$ cat src/rtl/store_buffer_pkg.sv
// Shared types for the posted-store buffer: entry layout, FSM encodings and the top-level register.
// Load forwarding from queued stores is enabled by defining STORE_BUFFER_FWD_EN.
package store_buffer_pkg;

  localparam int SB_DEPTH = 4;

  typedef struct packed {
    logic [31:0] addr;
    logic [31:0] wdata;
    logic [3:0]  wstrb;
  } store_buffer_entry_type;

  typedef enum logic [2:0] {
    IDLE  = 3'd0,
    STW   = 3'd1,
    DRAIN = 3'd2,
    LOAD  = 3'd3,
    RESP  = 3'd4
  } sb_state_type;

  typedef enum logic {
    M_IDLE = 1'b0,
    M_BUSY = 1'b1
  } sb_mstate_type;

  // Whole controller state in one struct so checkers can bind to r_q directly.
  typedef struct packed {
    sb_state_type           cstate;
    sb_mstate_type          mstate;
    logic                   m_load;
    store_buffer_entry_type req;
    logic                   req_fence;
    logic [31:0]            rdata;
    logic                   dmem_valid;
    store_buffer_entry_type dmem;
  } store_buffer_reg_type;

  localparam store_buffer_reg_type init_store_buffer_reg = '{
    cstate:     IDLE,
    mstate:     M_IDLE,
    m_load:     1'b0,
    req:        '0,
    req_fence:  1'b0,
    rdata:      '0,
    dmem_valid: 1'b0,
    dmem:       '0
  };

endpackage

$ cat src/rtl/store_buffer_fifo.sv
// In-order store queue with wrap-bit pointers; optionally searches valid entries for a word-address match.
// The match logic exists only when STORE_BUFFER_FWD_EN is defined.
module store_buffer_fifo
  import store_buffer_pkg::*;
#(
  parameter int DEPTH = SB_DEPTH
) (
  input  logic                   clk,
  input  logic                   rst,
  input  logic                   enq_i,
  input  store_buffer_entry_type enq_entry_i,
  input  logic                   deq_i,
  input  logic [29:0]            match_addr_i,
  output store_buffer_entry_type head_o,
  output logic                   full_o,
  output logic                   empty_o,
  output logic                   hit_o,
  output logic                   hit_full_o,
  output logic [31:0]            hit_data_o
);

  localparam int AW = $clog2(DEPTH);

  logic [AW:0]            wr_q, wr_d, rd_q, rd_d;
  store_buffer_entry_type mem_q [DEPTH];

  assign wr_d    = wr_q + (AW + 1)'(enq_i);
  assign rd_d    = rd_q + (AW + 1)'(deq_i);
  assign full_o  = (wr_q[AW] != rd_q[AW]) && (wr_q[AW-1:0] == rd_q[AW-1:0]);
  assign empty_o = (wr_q == rd_q);
  assign head_o  = mem_q[rd_q[AW-1:0]];

  always_ff @(posedge clk or negedge rst) begin
    if (!rst) begin
      wr_q <= '0;
      rd_q <= '0;
    end else begin
      wr_q <= wr_d;
      rd_q <= rd_d;
    end
  end

  always_ff @(posedge clk) begin
    if (enq_i) mem_q[wr_q[AW-1:0]] <= enq_entry_i;
  end

`ifdef STORE_BUFFER_FWD_EN
  logic [AW:0]   count;
  logic [AW-1:0] idx;

  // Walk oldest to youngest so the youngest matching entry wins.
  always_comb begin
    hit_o      = 1'b0;
    hit_full_o = 1'b0;
    hit_data_o = '0;
    idx        = '0;
    count      = wr_q - rd_q;
    for (int k = 0; k < DEPTH; k++) begin
      idx = rd_q[AW-1:0] + AW'(k);
      if (((AW + 1)'(k) < count) && (mem_q[idx].addr[31:2] == match_addr_i)) begin
        hit_o      = 1'b1;
        hit_full_o = (mem_q[idx].wstrb == 4'hF);
        hit_data_o = mem_q[idx].wdata;
      end
    end
  end
`else
  logic unused_match;
  assign unused_match = ^match_addr_i;
  assign hit_o        = 1'b0;
  assign hit_full_o   = 1'b0;
  assign hit_data_o   = '0;
`endif

endmodule

$ cat src/rtl/store_buffer.sv
// Posted-store buffer: CPU-side request FSM, memory-side issue FSM and the dmem port mux.
// Defining STORE_BUFFER_FWD_EN lets loads bypass or forward from queued stores.
module store_buffer
  import store_buffer_pkg::*;
#(
  parameter int DEPTH = SB_DEPTH
) (
  input  logic        clk,
  input  logic        rst,
  input  logic        mem_valid,
  input  logic        mem_fence,
  input  logic [31:0] mem_addr,
  input  logic [31:0] mem_wdata,
  input  logic [3:0]  mem_wstrb,
  output logic [31:0] mem_rdata,
  output logic        mem_ready,
  output logic        dmem_valid,
  output logic [31:0] dmem_addr,
  output logic [31:0] dmem_wdata,
  output logic [3:0]  dmem_wstrb,
  input  logic [31:0] dmem_rdata,
  input  logic        dmem_ready,
  output logic        sb_empty
);

  store_buffer_reg_type   r_q, r_d;
  store_buffer_entry_type enq_entry, head;
  logic                   enq, deq, fifo_full, fifo_empty, full_eff;
  logic                   store_done, load_done;
  logic                   fwd_hit, fwd_full;
  logic [31:0]            fwd_data;

  store_buffer_fifo #(.DEPTH(DEPTH)) u_fifo (
    .clk          (clk),
    .rst          (rst),
    .enq_i        (enq),
    .enq_entry_i  (enq_entry),
    .deq_i        (deq),
    .match_addr_i (mem_addr[31:2]),
    .head_o       (head),
    .full_o       (fifo_full),
    .empty_o      (fifo_empty),
    .hit_o        (fwd_hit),
    .hit_full_o   (fwd_full),
    .hit_data_o   (fwd_data)
  );

`ifndef STORE_BUFFER_FWD_EN
  logic unused_fwd;
  assign unused_fwd = ^{fwd_hit, fwd_full, fwd_data};
`endif

  always_comb begin
    r_d        = r_q;
    r_d.dmem_valid = 1'b0;
    enq        = 1'b0;
    enq_entry  = r_q.req;
    store_done = (r_q.mstate == M_BUSY) && dmem_ready && !r_q.m_load;
    load_done  = (r_q.mstate == M_BUSY) && dmem_ready && r_q.m_load;
    deq        = store_done;
    // A retiring entry frees its slot in the same cycle a waiting store claims it.
    full_eff   = fifo_full && !store_done;

    case (r_q.cstate)
      IDLE: begin
        if (mem_valid) begin
          r_d.req       = '{addr: mem_addr, wdata: mem_wdata, wstrb: mem_wstrb};
          r_d.req_fence = mem_fence;
          if (mem_fence) begin
            r_d.cstate = DRAIN;
          end else if (mem_wstrb != 4'h0) begin
            if (!full_eff) begin
              enq        = 1'b1;
              enq_entry  = '{addr: mem_addr, wdata: mem_wdata, wstrb: mem_wstrb};
              r_d.cstate = RESP;
            end else begin
              r_d.cstate = STW;
            end
          end else begin
`ifdef STORE_BUFFER_FWD_EN
            if (!fwd_hit) begin
              r_d.cstate = LOAD;
            end else if (fwd_full) begin
              r_d.rdata  = fwd_data;
              r_d.cstate = RESP;
            end else begin
              r_d.cstate = DRAIN;
            end
`else
            r_d.cstate = DRAIN;
`endif
          end
        end
      end
      STW: begin
        if (!full_eff) begin
          enq        = 1'b1;
          r_d.cstate = RESP;
        end
      end
      DRAIN: begin
        if (fifo_empty) r_d.cstate = r_q.req_fence ? RESP : LOAD;
      end
      LOAD: begin
        if (load_done) begin
          r_d.rdata  = dmem_rdata;
          r_d.cstate = RESP;
        end
      end
      RESP:    r_d.cstate = IDLE;
      default: r_d.cstate = IDLE;
    endcase

    // A load in LOAD has priority for the port; stores resume once it completes.
    case (r_q.mstate)
      M_IDLE: begin
        if (r_q.cstate == LOAD) begin
          r_d.dmem_valid = 1'b1;
          r_d.dmem       = '{addr: r_q.req.addr, wdata: 32'h0, wstrb: 4'h0};
          r_d.m_load     = 1'b1;
          r_d.mstate     = M_BUSY;
        end else if (!fifo_empty) begin
          r_d.dmem_valid = 1'b1;
          r_d.dmem       = head;
          r_d.m_load     = 1'b0;
          r_d.mstate     = M_BUSY;
        end
      end
      M_BUSY: begin
        if (dmem_ready) r_d.mstate = M_IDLE;
      end
      default: r_d.mstate = M_IDLE;
    endcase
  end

  always_ff @(posedge clk or negedge rst) begin
    if (!rst) r_q <= init_store_buffer_reg;
    else      r_q <= r_d;
  end

  assign mem_ready  = (r_q.cstate == RESP);
  assign mem_rdata  = r_q.rdata;
  assign dmem_valid = r_q.dmem_valid;
  assign dmem_addr  = r_q.dmem.addr;
  assign dmem_wdata = r_q.dmem.wdata;
  assign dmem_wstrb = r_q.dmem.wstrb;
  assign sb_empty   = fifo_empty;

endmodule
$ cat config.mk
export PLATFORM = sky130hd
export DESIGN_NAME = store_buffer
export DESIGN_NICKNAME = d
export VERILOG_FILES = /design/src/rtl/store_buffer_pkg.sv /design/src/rtl/store_buffer_fifo.sv /design/src/rtl/store_buffer.sv
export SDC_FILE = /design/constraint.sdc
export NUM_CORES = 1
export LEC_CHECK = 0
export CORE_MARGIN = 8
export CORE_UTILIZATION = 30
export DETAILED_ROUTE_END_ITERATION = 10
export GPL_TIMING_DRIVEN = 0
export MAX_ROUTING_LAYER = met4
export PLACE_DENSITY = 0.54
export SLEW_MARGIN = 20
export SYNTH_ARGS = -nofsm -noshare
export SYNTH_HDL_FRONTEND = slang
export SYNTH_HIERARCHICAL = 1
export SYNTH_SLANG_ARGS = --single-unit
$ cat constraint.sdc
create_clock -name clk -period 16 [get_ports clk]
set_input_delay 3.2 -clock clk [delete_from_list [all_inputs] [get_ports clk]]
set_output_delay 3.2 -clock clk [all_outputs]
set_load 0.01 [all_outputs]
# Word level (Yosys, flattened, before mapping)

Memories as Yosys holds them, arrays and structs flattened.
Index checks and enable logic that the tools add are counted.

Bitwise gates (word level): 1
Multiplexer cells: 28
Reductions and logical operators: 13
Add/sub/neg operators: 2
Equality and inequality tests: 12

Operator list:

| operator           | count |
|---|---|
| $mux 68            | 5 |
| $mux 69            | 3 |
| $mux 3             | 8 |
| $pmux 3 s4         | 1 |
| $ne 2x2->1 const B | 4 |
| $mux 1             | 7 |
| $add 3x1->3        | 2 |
| $eq 3x2->1 const B | 2 |
| $reduce_and 2->1   | 3 |
| $logic_and 1x1->1  | 5 |
| $mux 2             | 2 |
| $pmux 1 s2         | 2 |
| $reduce_and 4->1   | 1 |
| $reduce_bool 4->1  | 1 |
| $eq 3x1->1 const B | 1 |
| $eq 3x3->1         | 1 |
| $eq 3x3->1 const B | 1 |
| $logic_not 3->1    | 1 |
| $eq 2x2->1         | 1 |
| $logic_not 1->1    | 2 |
| $ne 2x1->1 const B | 1 |
| $ne 1x1->1         | 1 |
| $not 1->1          | 1 |

Output and inout port bits: 103
Register bits after elaboration: 181
Input bits: 105
Memories: 1
Memory bits (writable): 272

Memory list:

| name         | words | bits a word | read ports | clocked after memory_dff | wr ports | RTL line                | text |
|---|---|---|---|---|---|---|---|
| u_fifo.mem_q | 4     | 68          | 1          | 0                        | 1        | store_buffer_fifo.sv:25 | `store_buffer_entry_type mem_q [DEPTH];` |

# Logic depth before layout (Yosys ltp)

Gate-level depths: netlist of run 1.

Depth after elaboration: 11
Gate-level depth with buffers: 9
Gate-level depth less buffers: 6

# By module

The synthesis of run 1 kept the hierarchy.

Modules (own cells, without submodules):

| module            | cells each | area an instance (µm²) | seq. area each (µm²) | instances |
|---|---|---|---|---|
| store_buffer_fifo | 413        | 10,371.2               | 8,318.0              | 1 |
| store_buffer      | 775        | 8,371.8                | 4,379.2              | 1 |

# Worst setup path before layout of run 1

Ideal clock, no wire load.

Kind: input to register
Start point: input mem_valid
End point: memory u_fifo/mem_q[0][0] in the netlist's numbering (enable)
Arrival time: 9,407 ps
Data required time: 15,408 ps
Path slack: 6,001 ps
Path buffers: 1
Cell stages on the path: 5
Path through: or4b_1 -> buf_2 -> o32ai_1 -> a21boi_0 -> nor3b_1

Word-level cells in the longest chain between the ends: 4

Ends and longest elaborated chain:

| what                         | RTL line                | text |
|---|---|---|
| start, declared              | store_buffer.sv:10      | `input logic mem_valid,` |
| $mux 1                       | store_buffer.sv:66      | `if (mem_valid) begin` |
| $pmux 1 s2                   | store_buffer.sv:64      | `case (r_q.cstate)` |
| via enq                      | store_buffer.sv:28      | `logic enq, deq, fifo_full, fifo_empty, full_eff;` |
| $mux 1                       | store_buffer_fifo.sv:44 | `if (enq_i) mem_q[wr_q[AW-1:0]] <= enq_entry_i;` |
| $mux 1 (implied by the code) | store_buffer_fifo.sv:44 |  |
| end, declared                | store_buffer_fifo.sv:25 |  |

The timed path passes the listed nets, and every way through them passes these cells.

# Final worst setup path of run 1

Start point: register u_fifo.rd_q[1]
End point: output sb_empty

Word-level cells in the longest chain between the ends: 1

Ends and longest elaborated chain:

| what                   | RTL line                | text |
|---|---|---|
| start, declared        | store_buffer_fifo.sv:24 | `logic [AW:0] wr_q, wr_d, rd_q, rd_d;` |
| start signal, assigned | store_buffer_fifo.sv:39 | `rd_q <= rd_d;` |
| $eq 3x3->1             | store_buffer_fifo.sv:30 | `assign empty_o = (wr_q == rd_q);` |
| end, declared          | store_buffer.sv:23      | `output logic sb_empty` |

Every way passes these cells.

==> results.cfg, run 1 <==
[status]
status = completed

[detailed_routing]
via_per_inst = 4.59
firstDrtPassIters = 5
ant_nets = 0
drc = 0
first_iter_violations = 723
wl_um = 46800
vias = 10400
wl_per_cell_um = 20.6

[floorplanning]
dieArea_um2 = 69800
die_y_um = 264
rows = 91
start_util = 0.301
core_area_um2 = 61400
fp.dieW_um = 264
io_pins = 208

[worst_hold_path]
whs_endpoint = r_q[103]$_DFFE_PN0P_
hold_path_class = register to register
hold_depth = 2
min-delay-start = r_q[103]$_DFFE_PN0P_

[setup_path]
cp-start-kind = register
cp.arrival_ps = 3190
worstPathMaxFanout = 10
crit_chain = buf_2 > buf_2 > xor2_1 > nor3b_1 > clkdlybuf4s50_1
r2r_end = dmem_wdata[22]$_DFFE_PN0P_
critPathMaxStageDelay_ps = 800
reg2regPathDepth = 9
r2r_start = u_fifo/rd_q[1]$_DFF_PN0_
crit_top_cell = buf_2
slowest_stage = nor3b_1
rrSetupSlack_ps = 12120
required_ps = 12800
critPathKind = register to output pin
crit_path_end_kind = output pin

[clock_tree]
cts_made_buffers = 50
clock-root-buffer = clkbuf_16
cts_resized = 0
clk_latency_ps = 580
post_cts_buffers = 0
htreeDepth = 2
cts_hold_buffers = 0
cts.sinks = 453
clkTransAtPathRegs_ps = 60
tritoncts = done
ctsLongestPathBuffers = 3

[layout]
layout.cells.non_filler = 2270
area_growth_pct = 28.0
drive_gt1_frac = 0.259
fin_nets = 1543
fin_area_um2 = 23700
fin_util = 0.386

[timing]
worst_slew_pin_slew_ps = 934
rsz0062_at_grt = false
holdWs_ps = 460
final.min_clock_period_ps = 6390
setup_ws_ps = 9610
tns_ps = 0
hold_viol = 0
report.final.slew_viol_count = 0
relSlewSlack = 0.376
clock_skew_ps = 29.8
finalSetupViolCount = 0
period_share = 0.399
max_freq_ghz = 0.157

[pwr]
pwr_density_cell_nw_per_um2 = 197
ir_drop_uv = 71.0
power.total_mw = 4.65
p_leak_nw = 9.30

[place]
dp.cells = 2172
dp_slack_ps = 9200
io_buffers = 207
dp_hpwl_um = 31400
place.gp.congestion = 0.727
dpl_cell_area_um2 = 21900

[run]
maxCapViolations = 0

[grt]
grt_max_degree = 72
grtUsageTotal = 0.137
antenna_found_initial = 4
grt_pass1_wl_um = 71500
grt_pass1_vias = 11400
grt.overflow.total = 0

[synthesis]
syn_area_um2 = 18500
syn-num-nets = 1262
syn_inst = 1153
yosys_warnings = 6
syn_area_per_cell_um2 = 16.0
==> final cells by class <==
type	count	area, um^2
Inverter	3	11.3
Fill cell	5725	37700
Sequential cell	453	12700
Buffer	167	1090
Clock inverter	27	275
Tap cell	790	988
Timing Repair Buffer	229	2430
Antenna cell	4	10.0
Multi-Input combinational cell	530	4720
Clock buffer	67	1440
==> layout by cell type (no fill, tap or decap), types with 4 or more instances in the layout <==
cell / instances
o21ai_0: 4
nand2_1: 210
nand2b_1: 4
inv_6: 6
buf_2: 8
buf_12: 6
clkinvlp_4: 7
clkbuf_16: 53
buf_6: 8
clkdlybuf4s50_1: 206
ha_1: 4
edfxtp_1: 272
and3_1: 32
a221o_1: 32
a22o_1: 36
clkinv_2: 6
xor2_1: 5
mux4_2: 68
dfrtp_1: 181
clkbuf_8: 6
mux2_2: 80
bufinv_16: 4
buf_4: 114
buf_16: 6
diode_2: 4
clkbuf_1: 53
mux2_1: 20
==> power by group <==
| group | internal (mW) | leakage [nW] | switching, mW |
|---|---|---|---|
| registers | 1.67 | 4.77 | 0.145 |
| clock network | 0.702 | 0.823 | 0.480 |
| logic | 0.823 | 3.70 | 0.830 |
==> state kept, by name, indices dropped and copies added, names as in the netlist <==
register and flops:
u_fifo/mem_q 272, r_q 74, dmem_addr 32, dmem_wdata 32, mem_rdata 32, dmem_wstrb 4
u_fifo/rd_q 3, u_fifo/wr_q 3, dmem_valid 1
==> per-layer routing <==
| layer | routed length (um) | global-route usage |
|---|---|---|
| met1 | 21300 | 0.177 |
| met2 | 22100 | 0.217 |
| met3 | 2410 | 0.0292 |
| met4 | 1120 | 0.0427 |
| met5 | 0 | - |
==> worst max-delay path: cells and delay by family, from the launching register on <==
kind	cells	cell delay, ps
and+or+nand+nor	1	800
DFF	1	340
buffers and inverters	3	1320
xor gates and xnor gates	1	170
==> how the worst max path moves through the flow <==
| stage | start | to | slack (ps) | cells after the start |
|---|---|---|---|---|
| floorplan | mem_valid | u_fifo/mem_q[0][0]$_DFFE_PP_ | 6000 | 5 |
| global placement | mem_valid | u_fifo/mem_q[0][23]$_DFFE_PP_ | -170 | 6 |
| detailed placement | mem_valid | u_fifo/mem_q[0][15]$_DFFE_PP_ | 9200 | 9 |
| CTS | u_fifo/rd_q[1]$_DFF_PN0_ | sb_empty | 9490 | 5 |
| global route | u_fifo/rd_q[1]$_DFF_PN0_ | sb_empty | 9310 | 5 |
| finish | u_fifo/rd_q[1]$_DFF_PN0_ | sb_empty | 9610 | 5 |
Power figures use the tool's default switching activity.
==> run 2: changes to the inputs <==
==> constraint.sdc (replaced) <==
create_clock -name clk -period 6.1 [get_ports clk]
set_input_delay 1.22 -clock clk [delete_from_list [all_inputs] [get_ports clk]]
set_output_delay 1.22 -clock clk [all_outputs]
set_load 0.01 [all_outputs]
==> results.cfg, run 2 (same netlist as run 1, synthesis figures left out) <==
[status]
status = completed

[timing]
final.min_clock_period_ps = 4490
setup_ws_ps = 1610
finalSetupViolCount = 0
clock_skew_ps = 10.7
tns_ps = 0
hold_viol = 0
period_share = 0.736
report.final.slew_viol_count = 0
max_freq_ghz = 0.223
worst_slew_pin_slew_ps = 1000
rsz0062_at_grt = false
relSlewSlack = 0.329

[setup_path]
required_ps = 4880
critPathKind = register to output pin
crit_end = sb_empty
cp-start-kind = register
worstPathMaxFanout = 10
reg2regPathDepth = 9
r2r_end = dmem_wdata[30]$_DFFE_PN0P_
cp-startpoint = u_fifo/rd_q[1]$_DFF_PN0_
cp.arrival_ps = 3270
rrSetupSlack_ps = 2240
crit_path_end_kind = output pin
r2r_start = u_fifo/rd_q[1]$_DFF_PN0_

[clock_tree]
clk_latency_ps = 570
cts_made_buffers = 50
tritoncts = done
htreeDepth = 2
post_cts_buffers = 0
cts_hold_buffers = 0
cts_resized = 0
ctsLongestPathBuffers = 3
clock-root-buffer = clkbuf_16
cts.sinks = 453
clkTransAtPathRegs_ps = 60

[layout]
mostFrequentLayoutCell = edfxtp_1
fin_nets = 1539
layout_common_cells = 272 x edfxtp_1, 210 x nand2_1, 206 x clkdlybuf4s50_1
largest_reg_flops = 272
drive_gt1_frac = 0.253
area_growth_pct = 28.2
multiInputGateArea_um2 = 4720
fin_util = 0.386
layout.cells.non_filler = 2266
regArea_um2 = 12700
nFillCells = 5670

[floorplanning]
die_y_um = 264
dieArea_um2 = 69800
core_area_um2 = 61400
rows = 91
fp.dieW_um = 264
start_util = 0.301
io_pins = 208

[grt]
grt_pass1_vias = 11400
grt_pass1_wl_um = 71700
grt_max_degree = 86
antenna_found_initial = 4
grt.overflow.total = 0
grtUsageTotal = 0.137

[place]
dp_slack_ps = 1420
place.gp.congestion = 0.709
io_buffers = 207
dp_hpwl_um = 31200
dp.cells = 2168

[detailed_routing]
firstDrtPassIters = 4
ant_nets = 0
wl_um = 46600
wl_per_cell_um = 20.5
vias = 10400
drc = 0
via_per_inst = 4.60
first_iter_violations = 682

[pwr]
combPwrFrac = 0.352
ir_drop_uv = 199
p_int_mw = 8.50
p_leak_nw = 9.32
pwr_density_cell_nw_per_um2 = 518
swShare = 0.308
pwr-share-clk = 0.260
seq_power_share = 0.388
switchingPower_mw = 3.78

[worst_hold_path]
hold_path_class = register to register

[run]
maxCapViolations = 0
[run 2: cell types whose count changed in the layout (fill, tap and decap cells not counted), moves of 2 or more]
cell,before,now
buf_6,8,6
clkinvlp_4,7,3
bufinv_16,4,7
buf_4,114,107
clkinv_1,3,8
buf_8,1,5
inv_6,6,1
clkinv_2,6,8
[run 2: cell type report]
| type | instances | area share |
|---|---|---|
| inverter | 3 | 0.000475 |
| timing repair buffer | 225 | 0.102 |
| buffer | 167 | 0.0461 |
| antenna | 4 | 0.000422 |
| sequential | 453 | 0.536 |
| clock inverter | 27 | 0.0131 |
| tap | 790 | 0.0417 |
| clock buffer | 67 | 0.0612 |
| multi-input combinational | 530 | 0.199 |
[run 2: worst min-delay path by stage]
| stage | slack [ps] | start | depth (start not counted) | to |
|---|---|---|---|---|
| final | 460 | r_q[120]$_DFFE_PN0P_ | 2 | r_q[120]$_DFFE_PN0P_ |
| after global routing | 480 | r_q[109]$_DFFE_PN0P_ | 2 | r_q[109]$_DFFE_PN0P_ |
| after CTS | 470 | r_q[120]$_DFFE_PN0P_ | 2 | r_q[120]$_DFFE_PN0P_ |
| after detailed placement | 450 | r_q[104]$_DFFE_PN0P_ | 2 | r_q[104]$_DFFE_PN0P_ |
| after global placement | 450 | r_q[105]$_DFFE_PN0P_ | 2 | r_q[105]$_DFFE_PN0P_ |
| after floorplan | 430 | r_q[102]$_DFFE_PN0P_ | 2 | r_q[102]$_DFFE_PN0P_ |
[run 2: critical path: stages, from the launching register on]
cell	delay, ps
dfrtp_1	340
buf_2	220
buf_2	360
xor2_1	140
nor3b_1	840
clkdlybuf4s50_1	790
[run 2: per-stage QoR]
stage / area (um^2) / hold slack (ps) / total power [mW]
after floorplan: 18500 / 435 / 7.49
after CTS: 23700 / 466 / 12.5
after detailed placement: 21900 / 452 / 9.27
after global placement: 21500 / 445 / 9.13
final: 23700 / 463 / 12.3
after global routing: 23700 / 484 / 13.0
[run 2: metal layers]
metal	part of all wire	vias to the layer above	global-route usage
met5	0	-	-
met4	0.021	0	0.0395
met3	0.053	72	0.0301
met2	0.47	238	0.215
met1	0.46	5336	0.179
li1	-	4777	-
[run 2: power groups by stage]
stage / Clock [mW] / Combinational (mW) / Sequential, mW
final: 3.19 / 4.33 / 4.76
after global routing: 3.40 / 4.77 / 4.85
after CTS: 3.29 / 4.46 / 4.77
after detailed placement: 0 / 4.44 / 4.83
after global placement: 0 / 4.28 / 4.85
after floorplan: 0 / 2.78 / 4.71
==> run 3: changes to the inputs <==
--- a/config.mk
+++ b/config.mk
@@ -10,7 +10,7 @@
 export DETAILED_ROUTE_END_ITERATION = 10
 export GPL_TIMING_DRIVEN = 0
 export MAX_ROUTING_LAYER = met4
-export PLACE_DENSITY = 0.54
+export PLACE_DENSITY = 0.56
 export SLEW_MARGIN = 20
 export SYNTH_ARGS = -nofsm -noshare
 export SYNTH_HDL_FRONTEND = slang
==> constraint.sdc (replaced) <==
create_clock -name clk -period 3.92 [get_ports clk]
set_input_delay 0.784 -clock clk [delete_from_list [all_inputs] [get_ports clk]]
set_output_delay 0.784 -clock clk [all_outputs]
set_load 0.01 [all_outputs]
==> results.cfg, run 3 (same netlist as run 1, synthesis figures left out) <==
[timing]
holdWs_ps = 117
period_share = 0.939
max_freq_ghz = 0.272
relSlewSlack = 0.422
hold_viol = 0
worst_slew_pin_slew_ps = 868
finalSetupViolCount = 0
clock_skew_ps = 26.0
report.final.slew_viol_count = 0
setup_ws_ps = 239
final.min_clock_period_ps = 3680
rsz0062_at_grt = false

[clock_tree]
cts_made_buffers = 50
clkTransAtPathRegs_ps = 60
clock-root-buffer = clkbuf_16
htreeDepth = 2
cts.sinks = 453
clk_latency_ps = 580
cts_hold_buffers = 0
post_cts_buffers = 0
ctsLongestPathBuffers = 3
tritoncts = done

[layout]
fin_nets = 1538
drive_gt1_frac = 0.249
largest_reg_flops = 272
layout_common_cells = 272 x edfxtp_1, 210 x nand2_1, 206 x clkdlybuf4s50_1
layout.cells.non_filler = 2261
area_growth_pct = 27.0
mostFrequentLayoutCell = edfxtp_1

[setup_path]
worstPathMaxFanout = 10
cp-start-kind = register
slowest_stage = clkdlybuf4s50_1
required_ps = 3140
critPathKind = register to output pin
cp-startpoint = u_fifo/rd_q[1]$_DFF_PN0_
cp.arrival_ps = 2900
crit_top_cell = buf_2
critPathMaxStageDelay_ps = 710
crit_chain = buf_2 > buf_2 > xor2_1 > nor3b_2 > clkdlybuf4s50_1
crit_path_end_kind = output pin
r2r_start = u_fifo/rd_q[1]$_DFF_PN0_

[grt]
grt_pass1_vias = 11500
grt.overflow.total = 0
grtUsageTotal = 0.138
grt_max_degree = 80
antenna_found_initial = 3
grt_pass1_wl_um = 72700

[floorplanning]
rows = 91
fp.dieW_um = 264
die_y_um = 264
core_area_um2 = 61400
start_util = 0.301
io_pins = 208
dieArea_um2 = 69800

[detailed_routing]
drc = 0
vias = 10400
first_iter_violations = 630
via_per_inst = 4.61
wl_um = 46500
wl_per_cell_um = 20.6
ant_nets = 0
firstDrtPassIters = 4

[run]
maxCapViolations = 0

[place]
place.gp.congestion = 0.724
dp.cells = 2167
dp_hpwl_um = 31300
dp_slack_ps = -393
io_buffers = 207

[pwr]
pwr_density_cell_nw_per_um2 = 792
p_leak_nw = 9.20
ir_drop_uv = 334
power.total_mw = 18.6

[status]
status = completed

[worst_hold_path]
hold_path_class = primary input to asynchronous set/reset pin
-- run 3: cell count changes in the layout (fill, tap and decap cells not counted), sizes merged --
cell | before | now
clkinvlp | 3 | 2
clkinv | 16 | 17
diode | 4 | 3
bufinv | 7 | 2
clkbuf | 112 | 113
-- run 3: routing by layer --
layer | share of wire | GRT usage | vias to the layer above
met2 | 0.48 | 0.222 | 238
met3 | 0.051 | 0.0274 | 58
met4 | 0.016 | 0.0367 | 0
met5 | 0 | - | -
li1 | - | - | 4749
met1 | 0.45 | 0.179 | 5377
-- run 3: layout make-up --
cell class / count / area [um^2]
Antenna cell: 3 / 7.51
Buffer: 167 / 1100
Clock buffer: 69 / 1360
Clock inverter: 22 / 173
Fill cell: 5706 / 37900
Inverter: 3 / 11.3
Multi-Input combinational cell: 530 / 4740
Sequential cell: 453 / 12700
Tap cell: 790 / 988
Timing Repair Buffer: 224 / 2380
-- run 3: worst paths after layout --
kind / slack, ps / endpoint / cells after the start
min in group clk: 470 / r_q[124]$_DFFE_PN0P_ / 2
hold / removal: 120 / r_q[124]$_DFFE_PN0P_ / 1
setup reg to reg: 330 / dmem_wdata[24]$_DFFE_PN0P_ / 9
hold reg to reg: 470 / r_q[124]$_DFFE_PN0P_ / 2
setup / recovery: 240 / sb_empty / 5
max in group asynchronous: 3040 / r_q[166]$_DFFE_PN0P_ / 2
-- run 3: repair_timing --
action	4_1_cts	5_1_grt
cloned	0	0
hold endpoints to repair	0	0
endpoints found under the setup margin	11	2
gates resized for setup	1	1
-- run 3: through the flow --
| step | utilization | area, um^2 | setup TNS [ps] |
|---|---|---|---|
| floorplan | - | 18500 | -9120 |
| global placement | 0.352 | 21600 | -1566200 |
| detailed placement | 0.357 | 21900 | -20130 |
| CTS | 0.382 | 23500 | 0 |
| global route | 0.382 | 23500 | 0 |
| finish | 0.382 | 23500 | 0 |
-- run 3: power breakdown --
part	switching [mW]	internal [mW]	total, mW
sequential	0.572	6.82	7.40
clock	1.86	2.56	4.42
combinational	3.41	3.36	6.77
total	5.84	12.7	18.6
-- run 3: worst max-delay path: cells and delay by family (launching register included) --
kind / cells / cell delay (ps)
XOR/XNOR: 1 / 160
buffers and inverters: 3 / 1290
flip-flops: 1 / 340
AND/OR/NAND/NOR: 1 / 530
